<file path="config.mk">
export PLATFORM = sky130hd
export DESIGN_NAME = operand_fetch
export DESIGN_NICKNAME = d
export VERILOG_FILES = /design/src/rtl/operand_fetch.sv
export SDC_FILE = /design/constraint.sdc
export NUM_CORES = 1
export LEC_CHECK = 0
export ABC_CLOCK_PERIOD_IN_PS = 3300
export CORE_MARGIN = 4
export CORE_UTILIZATION = 35
export DETAILED_ROUTE_END_ITERATION = 10
export GPL_ROUTABILITY_DRIVEN = 0
export GPL_TIMING_DRIVEN = 0
export MAX_ROUTING_LAYER = met4
export PLACE_DENSITY = 0.69
export SLEW_MARGIN = 10
export SYNTH_ARGS = -nofsm -noshare
export SYNTH_HDL_FRONTEND = slang
export SYNTH_SLANG_ARGS = --single-unit
</file>
<file path="constraint.sdc">
create_clock -name clk -period 3.3 [get_ports clk]
set_input_delay 0.66 -clock clk [delete_from_list [all_inputs] [get_ports clk]]
set_output_delay 0.66 -clock clk [all_outputs]
set_load 0.05 [all_outputs]
</file>
<file path="src/rtl/operand_fetch.sv">
// operand_fetch: fetches operands from the regfile for execute.
// Stalls on read-after-write hazards and bypasses a writeback that lands in the same cycle.
module operand_fetch #(
   parameter int XLEN = 32,
   parameter int AW = 5
) (
   input  logic            clk,
   input  logic            reset,
   input  logic            flush,
   input  logic            in_valid,
   output logic            in_ready,
   input  logic [AW-1:0]   in_rs1,
   input  logic [AW-1:0]   in_rs2,
   input  logic            in_use_rs1,
   input  logic            in_use_rs2,
   input  logic [AW-1:0]   in_rd,
   input  logic            in_rd_wen,
   output logic [AW-1:0]   rf_rd_addr_1,
   output logic [AW-1:0]   rf_rd_addr_2,
   input  logic [XLEN-1:0] rf_rd_data_1,
   input  logic [XLEN-1:0] rf_rd_data_2,
   input  logic [AW-1:0]   wb_addr,
   input  logic [XLEN-1:0] wb_data,
   input  logic            wb_enable,
   output logic            out_valid,
   input  logic            out_ready,
   output logic [XLEN-1:0] out_rs1_data,
   output logic [XLEN-1:0] out_rs2_data,
   output logic [AW-1:0]   out_rd,
   output logic            out_rd_wen,
   output logic            stall
);
   localparam int NR = 2**AW;
   localparam logic [1:0] IDLE = 2'd0, READ = 2'd1, HOLD = 2'd2;
   logic [1:0]      state, next_state;
   logic [AW-1:0]   rs1, rs2, rd;
   logic            use1, use2, rd_wen;
   logic [NR-1:0]   busy, set_mask, clr_mask;
   logic            byp1, byp2, hz1, hz2, in_fire, out_fire;
   logic [XLEN-1:0] op1, op2;
   always_comb begin
      in_ready     = state == IDLE || (state == HOLD && out_ready);
      out_valid    = state == HOLD;
      in_fire      = in_valid && in_ready;
      out_fire     = out_valid && out_ready && !flush;
      rf_rd_addr_1 = (state == READ && use1) ? rs1 : '0;
      rf_rd_addr_2 = (state == READ && use2) ? rs2 : '0;
      byp1         = wb_enable && wb_addr == rs1;
      byp2         = wb_enable && wb_addr == rs2;
      hz1          = use1 && rs1 != '0 && busy[rs1] && !byp1;
      hz2          = use2 && rs2 != '0 && busy[rs2] && !byp2;
      stall        = state == READ && (hz1 || hz2);
      op1          = (!use1 || rs1 == '0) ? '0 : byp1 ? wb_data : rf_rd_data_1;
      op2          = (!use2 || rs2 == '0) ? '0 : byp2 ? wb_data : rf_rd_data_2;
      // set after clear so a newer producer wins over an older writeback
      set_mask     = (out_fire && rd_wen && rd != '0) ? NR'(1) << rd : '0;
      clr_mask     = (wb_enable && wb_addr != '0) ? NR'(1) << wb_addr : '0;
      next_state   = flush ? IDLE :
                     state == IDLE ? (in_fire ? READ : IDLE) :
                     state == READ ? (stall ? READ : HOLD) :
                     state == HOLD ? (out_fire ? (in_fire ? READ : IDLE) : HOLD) : IDLE;
      out_rd       = rd;
      out_rd_wen   = rd_wen;
   end
   always_ff @(posedge clk) begin
      if (reset) begin
         state        <= IDLE;
         busy         <= '0;
         rs1          <= '0;
         rs2          <= '0;
         rd           <= '0;
         use1         <= 1'b0;
         use2         <= 1'b0;
         rd_wen       <= 1'b0;
         out_rs1_data <= '0;
         out_rs2_data <= '0;
      end else begin
         state <= next_state;
         busy  <= (busy & ~clr_mask) | set_mask;
         if (in_fire && !flush) begin
            rs1    <= in_rs1;
            rs2    <= in_rs2;
            use1   <= in_use_rs1;
            use2   <= in_use_rs2;
            rd     <= in_rd;
            rd_wen <= in_rd_wen;
         end
         if (state == READ && !stall && !flush) begin
            out_rs1_data <= op1;
            out_rs2_data <= op2;
         end
      end
   end
endmodule

</file>
# Word level (Yosys, flattened, before mapping)
# Cells that the tools add are included.
# totals
word_cells	77
reg_bits	116
output_inout_bits	83
# classes
n_bitwise	3
n_mux	18
n_reduce_logical	38
eq_ne	4
shift	2
magnitude_cmp	2
# op_table
op	count
$mux W32	6
$shl A1 B5 Y32 const A	2
$and A32 B32 Y32	1
$not A32 Y32	1
$or A32 B32 Y32	1
$logic_and A1 B1 Y1	20
$reduce_bool A5 Y1	4
$lt A5 B6 Y1 const B	2
$bmux W1 S5	2
$eq A5 B5 Y1	2
$logic_not A5 Y1	2
$mux W2	5
$mux W5	2
$logic_not A1 Y1	6
$logic_or A1 B1 Y1	4
$mux W1	3
$eq A2 B1 Y1 const B	1
$eq A2 B2 Y1 const B	1
$logic_not A2 Y1	1
$reduce_or A2 Y1	1

# Longest topological paths before layout
# Gate-level depths: netlist (run 1).
# logic_depth
ltp_word	9
ltp_mapped	10
ltp_nobuf	6

# Worst setup path after synthesis (run 1)
# No wires, ideal clock.
# synth_path
path_kind	input port to output port
startpoint	in wb_addr[4]
endpoint	out stall
required_time_ps	2640
arrival_ps	2631
setup_slack_ps	9
path_stages	6
n_path_buf	1
path_cell_list	clkbuf_1 -> xor2_1 -> nor4_1 -> a31o_2 -> or3_1 -> a31oi_1
# synth_via
elab_chain_len	6
# synth_rtl
item	line	text
start, declared	22	input logic [AW-1:0] wb_addr,
$eq A5 B5 Y1 (on tied branches)	48, 49	
$logic_and A1 B1 Y1 (on tied branches)	48, 49	
$logic_not A1 Y1 (on tied branches)	50, 51	
$logic_and A1 B1 Y1 (on tied branches)	50, 51	
$logic_or A1 B1 Y1 *	52	stall = state == READ && (hz1 || hz2);
$logic_and A1 B1 Y1 *	52	
end, declared	31	output logic stall
# Mark *: on every way between the ends. The rest lies on a longest branch, timed or not.

# Final worst setup path (run 1)
# layout_path
startpoint	reg rs2[3]
endpoint	out stall
# layout_via
elab_chain_len	6
# layout_rtl
item	line	text
start, declared	36	logic [AW-1:0] rs1, rs2, rd;
start signal, assigned	82	rs2 <= in_rs2;
$bmux W1 S5 (tied with other cells)	51	hz2 = use2 && rs2 != '0 && busy[rs2] && !byp2;
$mux W1 (not written as such) (tied with other cells)	51	
$logic_and A1 B1 Y1 or $logic_not A1 Y1 (tied branches)	51	
$logic_and A1 B1 Y1 *	51	
$logic_or A1 B1 Y1 *	52	
$logic_and A1 B1 Y1 *	52	
# Mark *: on every way between the ends. The rest lies on a longest branch, timed or not. The select of a mux whose other input is x is not followed.

==> flow_summary.ini, run 1 <==
[run_status]
outcome = complete, no violations

[logic_synthesis]
ys_ff_latch = 116
syn_area_um2 = 6525
syn-num-nets = 782
synth_cell_type_count = 48
yosysWarnings = 0
synth_cells = 657
synthFlopType = dfxtp_1
ys_seq_area_frac = 0.3559
synth_edf_count = 0
synthArstFlopShare = 0
postSynthAreaPerCell_um2 = 9.932

[drt]
routed.top_layer = met4
ant_nets = 0
wl_um = 22130
via_per_inst = 5.395
drtIter0Drc = 418
wl_met3_um = 1635
wl_per_cell_um = 19.77
num_vias = 6037
dr.pass1.iters = 6
drt-met1-wl_um = 9500
drc_errors = 0
met2WireLength_um = 10560

[min_path]
whs_path_depth = 1
hp-start = busy[0]
hp-class = flop to flop

[pwr]
pwr_density_cell_nw_per_um2 = 392.2
p_leak_uw = 0.003445
ir_worst_vdd_uv = 351.9

[die]
fp.coreArea_um2 = 18150
die_x_um = 144.5
num_rows = 49
die_h_um = 144.5
start_util = 0.3596
pin_count = 208
die_area_um2 = 20890

[finish]
fillers = 1634
syn2layout_area_growth_pct = 44.91
final_cell_mix = clkdlybuf4s50_1 (190), dfxtp_1 (115), nand2b_1 (68)
layout_commonest_cell = clkdlybuf4s50_1
drive_gt1_frac = 0.1584
diodes = 0
layout.cells.non_filler = 1119
fin_nets = 1002

[worst_setup_path]
startpoint = rs2[3]
critPathArrivalTime_ps = 2590
path_cells = buf_1 -> or4_1 -> o21ai_2 -> a31o_2 -> or3_1 -> a31oi_1 -> clkbuf_4
crit_cells = 7
crit_path_start_kind = flop
rr_worst_depth = 9
cp-end-kind = output port
cpMaxStageDelayCell = buf_1
r2r-start = rs1[2]
path_max_fanout = 10
crit_type = flop to output port
crit_family = buffers and inverters
required_ps = 2640
crit_buf_inv = 2
critical-path-max-stage-delay_ps = 390

[grt]
grt_pass1_vias = 5969
track_usage = 0.2114
grt_pass1_wl_um = 33320
grt_max_degree = 17
overflow = 0
antenna_found_initial = 0

[placed_design]
pre_cts_ws_ps = -570.5
dp_cells = 1087
io_buffers = 201
dp_hpwl_um = 16850

[sta]
finalSetupViolations = 0
layout_min_cycle_time_ps = 3252
rsz0062_at_grt = true
report.final.slew_viol_count = 0
slew-limit-headroom = 0.4435
worst_slack_ps = 47.61
fmax_mhz = 307.5
hold_viol = 0
whs_ps = 489.1
tns_ps = 0
fin_crit_sh = 0.9856
fin_worst_skew_ps = 7.734
tightestPinTransition_ps = 834.7

[clocking]
cts_made_buffers = 17
clk_path_buf_depth = 2
cts-root-buf = clkbuf_16
cts.clk_slew.worst_paths_ps = 60
clkSinkCount = 116
insertion_delay_ps = 420
cts_tree = done
htreeDepth = 4
hold_buffers = 0

[flow_run]
maxCapViolCount = 0
[synthesized netlist by cell type, drive strengths merged, types with 2 or more instances]
master	instances	share of area
a21oi	48	0.037
a22oi	4	0.0046
a31oi	2	0.0029
a41oi	2	0.0027
and3	13	0.012
buf	21	0.027
clkbuf	41	0.024
dfxtp	116	0.36
inv	8	0.0046
mux2	4	0.0069
mux2i	65	0.10
mux4	13	0.046
nand2	64	0.037
nand2b	68	0.065
nand3	20	0.015
nand3b	2	0.0023
nand4	3	0.0029
nand4b	3	0.0040
nor2	14	0.0081
nor2b	14	0.013
nor3	3	0.0023
nor3b	4	0.0046
nor4	3	0.0029
o2111ai	2	0.0063
o21ai	31	0.024
o32ai	64	0.15
o41ai	2	0.0050
or2	2	0.0019
xnor2	2	0.0027
xor2	8	0.011
[stage by stage]
| stage | cell area, um2 | power, uW | utilization |
|---|---|---|---|
| after CTS | 9420 | 3732 | 0.5191 |
| final | 9455 | 3708 | 0.5210 |
| after floorplan | 6525 | 1670 | - |
| after global placement | 8823 | 1897 | 0.4862 |
| after global routing | 9455 | 3822 | 0.5210 |
| after detailed placement | 8823 | 1900 | 0.4862 |
[flip-flops by register name, indices dropped and copies added, names as in the netlist]
| register | cells |
|---|---|
| out_rd_wen | 1 |
| rs1 | 5 |
| out_rs1_data | 32 |
| out_rs2_data | 32 |
| out_rd | 5 |
| use1 | 1 |
| busy | 32 |
| rs2 | 5 |
| state | 2 |
| use2 | 1 |
[area by class of cell]
cell class,count,area [um2],share of cell area
tap,229,286.5,0.03030
multi-input combinational,471,3862,0.4085
clock buffer,17,425.4,0.04499
timing repair buffer,201,2034,0.2152
inverter,8,30.03,0.003176
clock inverter,15,156.4,0.01654
sequential,116,2323,0.2457
buffer,62,336.6,0.03560
[layer usage]
metal / vias up / global-route usage
met1: 2906 / 0.2690
met5: - / -
met3: 28 / 0.05060
li1: 2878 / -
met2: 225 / 0.3363
met4: 0 / 0.05989
[kinds of logic after synthesis]
logic type / share of synthesized area
and+or+nand+nor: 0.1756
AOI/OAI and AO/OA: 0.2472
DFF: 0.3559
muxes: 0.1526
buffers and inverters: 0.05523
xor gates and xnor gates: 0.01342
[what timing repair did]
item	in CTS	in global routing
hold endpoints to repair	0	0
gates cloned	0	0
buffers inserted	0	0
resized for setup	9	17
endpoints found under the setup margin	1	11
[path summary, 6_finish.rpt]
check | endpoint | slack (ps)
worst max-delay path | stall | 50
worst min-delay path | busy[0] | 490
worst max register to register | out_rs1_data[17] | 570
worst min register to register | busy[0] | 490
[power by group]
| group | switching, uW | internal (uW) |
|---|---|---|
| combinational | 225 | 222 |
| sequential | 14.6 | 1410 |
| clock | 721 | 1110 |
| total | 960 | 2750 |
[worst reg2reg max path, cell delays in order (launching register included)]
cell and delay (ps):
dfxtp_1 290, clkbuf_1 210, or2_2 390, o41ai_4 560, inv_1 120, o2111ai_2 150
o2111a_1 230, buf_2 250, buf_4 280, o32ai_2 110
Note: power is estimated with default switching activity, not from simulation.
==> run 2, diff against run 1 <==
--- a/config.mk
+++ b/config.mk
@@ -7,12 +7,12 @@
 export LEC_CHECK = 0
 export ABC_CLOCK_PERIOD_IN_PS = 3300
 export CORE_MARGIN = 4
-export CORE_UTILIZATION = 35
+export CORE_UTILIZATION = 25
 export DETAILED_ROUTE_END_ITERATION = 10
 export GPL_ROUTABILITY_DRIVEN = 0
 export GPL_TIMING_DRIVEN = 0
 export MAX_ROUTING_LAYER = met4
-export PLACE_DENSITY = 0.69
+export PLACE_DENSITY = 0.54
 export SLEW_MARGIN = 10
 export SYNTH_ARGS = -nofsm -noshare
 export SYNTH_HDL_FRONTEND = slang
==> run 2 against run 1 <==
  * Core utilization shrank 15 points
  * Routed wire length grew 7.3%
  * Count of clock-buffer cells in the layout grew 4
  * Sequential cell count is the same
==> flow_summary.ini, run 2 (synthesis results as in run 1) <==
[finish]
final_cell_mix = clkdlybuf4s50_1 (197), dfxtp_1 (114), nand2b_1 (68)
syn2layout_area_growth_pct = 45.87
fin_nets = 1001
fillers = 2553
drive_gt1_frac = 0.1610
regArea_um2 = 2325
layout_commonest_cell = clkdlybuf4s50_1
fin_util = 0.3747
multi_input_area_um2 = 3876
top_regs = busy (32), out_rs1_data (32), out_rs2_data (32)
diodes = 0
layout.cells.non_filler = 1218

[die]
die_h_um = 169.6
die_x_um = 169.6
num_rows = 58
fp.coreArea_um2 = 25400
die_area_um2 = 28750
pin_count = 208
start_util = 0.2569

[drt]
dr.pass1.iters = 4
via_per_inst = 4.904
wl_per_cell_um = 19.49
num_vias = 5973
wl_um = 23740
drtIter0Drc = 361
ant_nets = 0
drc_errors = 0

[placed_design]
dp_cells = 1188
dp_hpwl_um = 18050
pre_cts_ws_ps = -569.3
io_buffers = 201

[sta]
tightestPinTransition_ps = 857.8
rsz0062_at_grt = true
hold_viol = 0
report.final.slew_viol_count = 0
layout_min_cycle_time_ps = 3200
tns_ps = 0
worst_slack_ps = 100.3
fin_crit_sh = 0.9696
fmax_mhz = 312.5
finalSetupViolations = 0
fin_worst_skew_ps = 10.09
whs_ps = 493.6
slew-limit-headroom = 0.4281

[grt]
grt.busiest_layer = met2
overflow = 0
met3_usage = 0.04100
track_usage = 0.1632
grt_pass1_wl_um = 35030
grt_max_degree = 17
use_met2 = 0.2421
gr-usage-met1 = 0.2226
grt_pass1_vias = 5887
antenna_found_initial = 0

[clocking]
cts_made_buffers = 17
cts-root-buf = clkbuf_16
cts.clk_slew.worst_paths_ps = 50
clkSinkCount = 116
hold_buffers = 0
htreeDepth = 4
insertion_delay_ps = 420
clk_path_buf_depth = 2
cts_setup_buffers = 0
cts_tree = done

[pwr]
pwr_density_cell_nw_per_um2 = 373.4
power_frac_comb = 0.127
p_int_uw = 2620
ir_worst_vdd_uv = 250.2
p_leak_uw = 0.003304
power_frac_seq = 0.402
power.share.switching = 0.2627
p_clk_frac = 0.471
p_sw_uw = 933.6

[run_status]
outcome = complete, no violations

[worst_setup_path]
crit_path_start_kind = flop
path_max_fanout = 10
critPathArrivalTime_ps = 2540
crit_type = flop to output port
reg2reg_slack_ps = 480
cp-end-kind = output port
required_ps = 2640

[flow_run]
maxCapViolCount = 0

[min_path]
hp-class = flop to flop
==> run 2: changes by cell type in the layout (fill, tap and decap cells not counted), moves of 2 or more <==
| cell | delta |
|---|---|
| bufinv_16 | -2 |
| clkbuf_2 | +3 |
| clkinv_2 | +3 |
| clkinv_4 | -2 |
| clkdlybuf4s50_1 | +7 |
| clkbuf_8 | +2 |
| dlymetal6s2s_1 | -7 |
| clkbuf_4 | -3 |
| buf_4 | +3 |
| inv_6 | -3 |
==> run 2: worst paths after layout <==
path                                 startpoint         endpoint  cells past startpoint
worst min register to register  out_rs2_data[0]  out_rs2_data[0]                      2
worst max register to register           rs2[2]  out_rs1_data[2]                      9
worst max-delay path                     rs2[3]            stall                      6
worst min-delay path            out_rs2_data[0]  out_rs2_data[0]                      2
==> run 2: layout make-up <==
| class | instances | share of cell area |
|---|---|---|
| Clock buffer | 21 | 0.04838 |
| Tap cell | 330 | 0.04338 |
| Timing Repair Buffer | 201 | 0.2119 |
| Sequential cell | 116 | 0.2442 |
| Multi-Input combinational cell | 471 | 0.4073 |
| Clock inverter | 10 | 0.006310 |
| Buffer | 61 | 0.03536 |
| Inverter | 8 | 0.003155 |
==> run 2: worst max-delay path, stage by stage (launching register included) <==
cell and delay, ps:
dfxtp_1 620, or4_1 210, o21ai_2 130, a31o_2 290
or3_1 370, a31oi_1 240, buf_4 250
==> run 2: timing repair <==
action | 4_1_cts | 5_1_grt
resized for setup | 12 | 15
endpoints found under the setup margin | 1 | 11
pin swaps | 0 | 1
==> run 2: routing by layer <==
layer,up-vias,wire [um]
met5,-,0
met4,0,318
met3,24,1528
met1,2879,11300
met2,200,10590
li1,2870,-
==> run 2: power by group through the flow <==
stage               registers (uW)  clock network (uW)  logic, uW
floorplan                     1470                   0        202
global placement              1460                   0        450
detailed placement            1460                   0        450
CTS                           1430                1710        452
global route                  1430                1760        484
finish                        1430                1670        450
==> run 2: per-stage QoR <==
step | power [uW] | instance area (um2)
after floorplan | 1670 | 6525
after global placement | 1907 | 8950
after detailed placement | 1907 | 8950
after CTS | 3591 | 9489
after global routing | 3677 | 9518
final | 3554 | 9518
==> run 3, diff against run 2 <==
--- a/config.mk
+++ b/config.mk
@@ -6,6 +6,7 @@
 export NUM_CORES = 1
 export LEC_CHECK = 0
 export ABC_CLOCK_PERIOD_IN_PS = 3300
+export CAP_MARGIN = 20
 export CORE_MARGIN = 4
 export CORE_UTILIZATION = 25
 export DETAILED_ROUTE_END_ITERATION = 10
==> results of run 3 <==
Final layout, timing and power as in run 2 (identical DEF).
==> variant 1, RTL diff (config.mk and constraints of run 1) <==
Change the parameter `AW` from 5 to 4.
--- a/src/rtl/operand_fetch.sv
+++ b/src/rtl/operand_fetch.sv
@@ -4,3 +4,3 @@
    parameter int XLEN = 32,
-   parameter int AW = 5
+   parameter int AW = 4
 ) (
Ports: changed (7 resized); port bits go from 208 to 201. The function was not compared with the original's and may differ.
==> variant 1 against run 1 <==
- sequential cell count is 19 lower
- area after synthesis is 20% lower
- via count is 22% lower
- global-route usage is 1.3 points lower
- die area is 19% lower
- power is 30% lower
- clock skew is 0.0028 ns higher
- clock power is 44% lower
- design area is 18% lower
- wire length is 26% lower
- setup slack better by 0.073 ns
- critical path depth stayed put
- maximum frequency is 2.3% higher
- largest power group is now registers
==> variant 1: results (changes against run 1) <==
* Post-synth top cells: 97 x dfxtp_1, 87 x mux2i_1, 84 x nor2_1, 70 x nor2b_1, 60 x mux2_1
* CP max stage cell: clkdlybuf4s50_1
* Outcome: complete, no violations
* R2r setup slk at 0.48 ns (-0.09 ns)
* Top flop regs: out_rs1_data: 32 flops, out_rs2_data: 32 flops, busy: 16 flops
* Multi-input combinational area share at 0.404 (-0.00458)
* Reg2reg end: out_rs2_data[3]$_SDFFE_PP0P_
* Drt wl/cell at 17.2 µm (-13%)
* Port Buffer Count at 199 (-1.0%)
* Largest net degree at the start of global routing at 15 (-2)
* Synthesized area per cell at 9.35 µm² (-5.8%)
* Hold WS at 0.475 ns (-0.0140 ns)
* Vias at 4724 (-22%)
* Fin nets at 888 (-11%)
* Crit Path Max Fanout at 6 (-4)
* Crit path largest cell delay at 0.60 ns (+0.21 ns)
* Number of clock buffers in the layout at 11 (-6)
* Worst setup startpoint: wb_addr[2]
* Register Area at 1940 µm² (-16%)
* Min Tclk post-route at 3.18 ns (-0.0729 ns)
* Crit Reg-Reg Startpoint: rs2[0]$_SDFFE_PP0P_
* Seq/Total Area, Yosys at 0.373 (+0.0174)
* Clk Latency, worst-skew pair at 0.35 ns (-0.07 ns)
* Layout clock area frac at 0.0355 (-0.0261)
* Non-Clock Buffer Area Fraction at 0.280 (+0.0289)
* Clk_skew at 0.0106 ns (+0.00282 ns)
* Vias in the first global route at 4959 (-17%)
* Sequential power at 1.20 mW (-16%)
* CTS buffer count at 9 (-8)
* H-Tree Depth at 3 (-1)
* First-pass GRT wire length at 25600 µm (-23%)
* GRT Util Overall at 0.199 (-0.0127)
* Routed vias/inst at 4.95 (-8.3%)
[variant 1: worst reg2reg max path, delay by kind of cell (launching register included)]
family,cells,cell delay [ns]
DFF,1,0.30
buffers and inverters,3,0.72
and+or+nand+nor,2,0.37
muxes,2,0.91
AOI/OAI and AO/OA,2,0.40
[variant 1: logic make-up after synthesis]
family,after synthesis,share of synthesized area
AND/OR/NAND/NOR,212,0.213
multiplexers,155,0.321
flip-flops,97,0.373
AO/OA/AOI/OAI,42,0.0467
buffers and inverters,42,0.0325
XOR/XNOR,8,0.0135
[variant 1: layer usage]
layer	vias up	global-route usage	routed length, µm
met5	-	-	0
met4	0	0.0703	295
met3	19	0.0446	1040
met2	161	0.318	7840
met1	2218	0.247	7270
li1	2326	-	-
[variant 1: repair_timing]
item                       in CTS  in global routing
setup endpoints to repair      65                 46
gates resized for setup        13                  9
hold buffers                    0                  0
pin swaps                       3                  1
setup buffers                   4                  0
==> variant 2, RTL diff (flow settings as in run 1) <==
Without the edit above. Reset style: asynchronous (`reset`), changed in one clocked block.
--- a/src/rtl/operand_fetch.sv
+++ b/src/rtl/operand_fetch.sv
@@ -64,3 +64,3 @@
    end
-   always_ff @(posedge clk) begin
+   always_ff @(posedge clk or posedge reset) begin
       if (reset) begin
Function: differs if reset is asserted again (counterexample within 4 cycles, from zero or initial values and one cycle with reset high); with reset held inactive, the same outputs for 4 cycles.
==> variant 2 against run 1 <==
- sequential share of layout area increased by 6.9 points
- wire length decreased by 4.3%
- clock skew increased by 0.0013 ns
- setup slack got worse by 0.0075 ns
- register-to-register slack got worse by 0.24 ns
- design area decreased by 2.5%
- non-clock buffer count decreased by 6
- area after synthesis decreased by 6.2%
- sequential cell count unchanged
- die area decreased by 5.9%
- highest routed layer unchanged
Power is not compared: it rests on default switching activity, and its combinational part moved more than twofold at a synthesized area within 25%.
==> variant 2: results (changes against run 1) <==
* Fin nets at 862 (-14%)
* Main synth FF type: dfrtp_1
* DRT iter0 DRCs at 433 (+3.6%)
* Crit Reg-Reg Startpoint: rs2[0]$_DFFE_PP0P_
* R2r setup slk at 0.33 ns (-0.24 ns)
* Seq/Total Area, Yosys at 0.474 (+0.119)
* Synth Warn # at 0 (unchanged)
* Clk Latency, worst-skew pair at 0.41 ns
* Post-synth cell types at 46 (-4.2%)
* Placed cell areas at 8510 µm² (-3.6%)
* Crit Path Max Fanout at 7 (-3)
* Worst VDD drop at 0.000425 V
* Largest net degree at the start of global routing at 35 (+18)
* GRT Util Overall at 0.220 (+0.00851)
* Syn nets at 629 (-20%)
* Area occupied by multi-input gates at 2960 µm² (-23%)
* Initial antenna violation count at 0 (unchanged)
* Vias at 5459 (-9.6%)
* Post-synth top cells: 116 x dfrtp_1, 81 x mux2_2, 64 x a32o_1, 64 x o21ai_0, 25 x clkbuf_1
* Port Buffer Count at 204 (+1.5%)
* Drt pass-1 iters at 5 (-1)
* Count of plain and timing-repair buffers at 257 (-2.3%)
* Share of layout cells above drive strength 1 at 0.230 (+0.0712)
* Number of non-clock inverters at 7 (-1)
* Clock sinks at 116 (unchanged)
* Outcome: complete, no violations
* Reg2Reg Depth at 12 (+3)
* First-pass GRT wire length at 32800 µm (-1.5%)
* Switching share of power at 0.416
* Largest cells by area after synthesis: dfrtp_1 47%, mux2_2 15%, a32o_1 10%
* P_leak at 3.69 nW
* Setup WS pre-CTS at -1.38 ns (-0.813 ns)
* Final WL at 21200 µm (-4.3%)
* Number of clock buffers in the layout at 24 (+7)
* Arrival @ worst endpoint at 2.60 ns (about the same)
* Area grow syn2layout at 50.6%
* Cell Area, Synth at 6120 µm² (-6.2%)
* Post-synth ARST share at 1.00 (+1.00)
* Clk_skew at 0.00899 ns (+0.00126 ns)
* Top flop regs: busy: 32 flops, out_rs1_data: 32 flops, out_rs2_data: 32 flops
* Non-Clock Buffer Area Fraction at 0.265 (+0.0138)
* Hold WS at 0.489 ns (+0.000263 ns)
* Multi-input comb cells at 338 (-28%)
* Drt wl/cell at 21.7 µm (+9.9%)
* Reg2reg end: out_rs2_data[31]$_DFFE_PP0P_
* Post-placement cell count at 936 (-14%)
* Fillcell total at 1448 (-11%)
* Hold Path Origin: out_rs2_data[2]$_DFFE_PP0P_
* Worst slew pin tran at 0.643 ns (-0.192 ns)
* Layout clock area frac at 0.0658 (+0.00431)
* Sequential share of cell area at 0.315 (+0.0692)
* Vias in the first global route at 5796 (-2.9%)
* Dpl hpwl at 16500 µm (-2.2%)
* Synthesized area per cell at 12.1 µm² (+22%)
* Min-Delay Endpoint: out_rs2_data[2]$_DFFE_PP0P_
## variant 2: worst max-delay path by stage
stage / from / end / slack (ns) / cells past startpoint
3_5_place_dp: wb_addr[2] / stall / -1.38 / 9
6_report: wb_addr[2] / stall / 0.04 / 8
3_3_place_gp: wb_addr[2] / stall / -1.23 / 9
5_1_grt: rs2[0]$_DFFE_PP0P_ / stall / -0.05 / 8
4_1_cts: rs2[0]$_DFFE_PP0P_ / stall / -0.10 / 10
2_1_floorplan: wb_addr[4] / stall / 0.20 / 8
## variant 2: kinds of logic (layout without fill, tap and decap cells)
| family | Yosys count | after routing | synth area share |
|---|---|---|---|
| simple gates | 75 | 75 | 0.0691 |
| mux | 102 | 102 | 0.206 |
| flops | 116 | 116 | 0.474 |
| buf+inv | 50 | 295 | 0.0483 |
| compound gates | 151 | 151 | 0.188 |
| xor+xnor | 10 | 10 | 0.0143 |
## variant 2: repair_timing
action | in CTS | in global routing
cloned | 0 | 0
resized for setup | 12 | 5
pin swaps | 3 | 3
buffers inserted | 6 | 4
endpoints found under the setup margin | 63 | 11
## variant 2: metal layers
metal | track usage | vias to the layer above | routed length [µm]
met5 | - | - | 0
met4 | 0.0658 | 0 | 401
met3 | 0.0454 | 30 | 1530
met2 | 0.380 | 271 | 10900
met1 | 0.259 | 2723 | 8330
li1 | - | 2435 | -
## variant 2: worst max-delay path, stage by stage
cell             delay (ns)
clkdlybuf4s50_1        0.64
xor2_1                 0.21
nor4_2                 0.07
a221o_1                0.32
a311oi_2               0.31
a21oi_2                0.10
nor2b_4                0.13
buf_8                  0.15
## variant 2: power by group through the flow
stage	clock network, mW	logic (mW)	registers [mW]
after floorplan	0	1.19	3.30
after global placement	0	3.61	2.14
after detailed placement	0	3.66	2.17
after CTS	1.89	3.73	2.16
after global routing	1.96	3.89	2.22
final	1.85	3.72	2.16
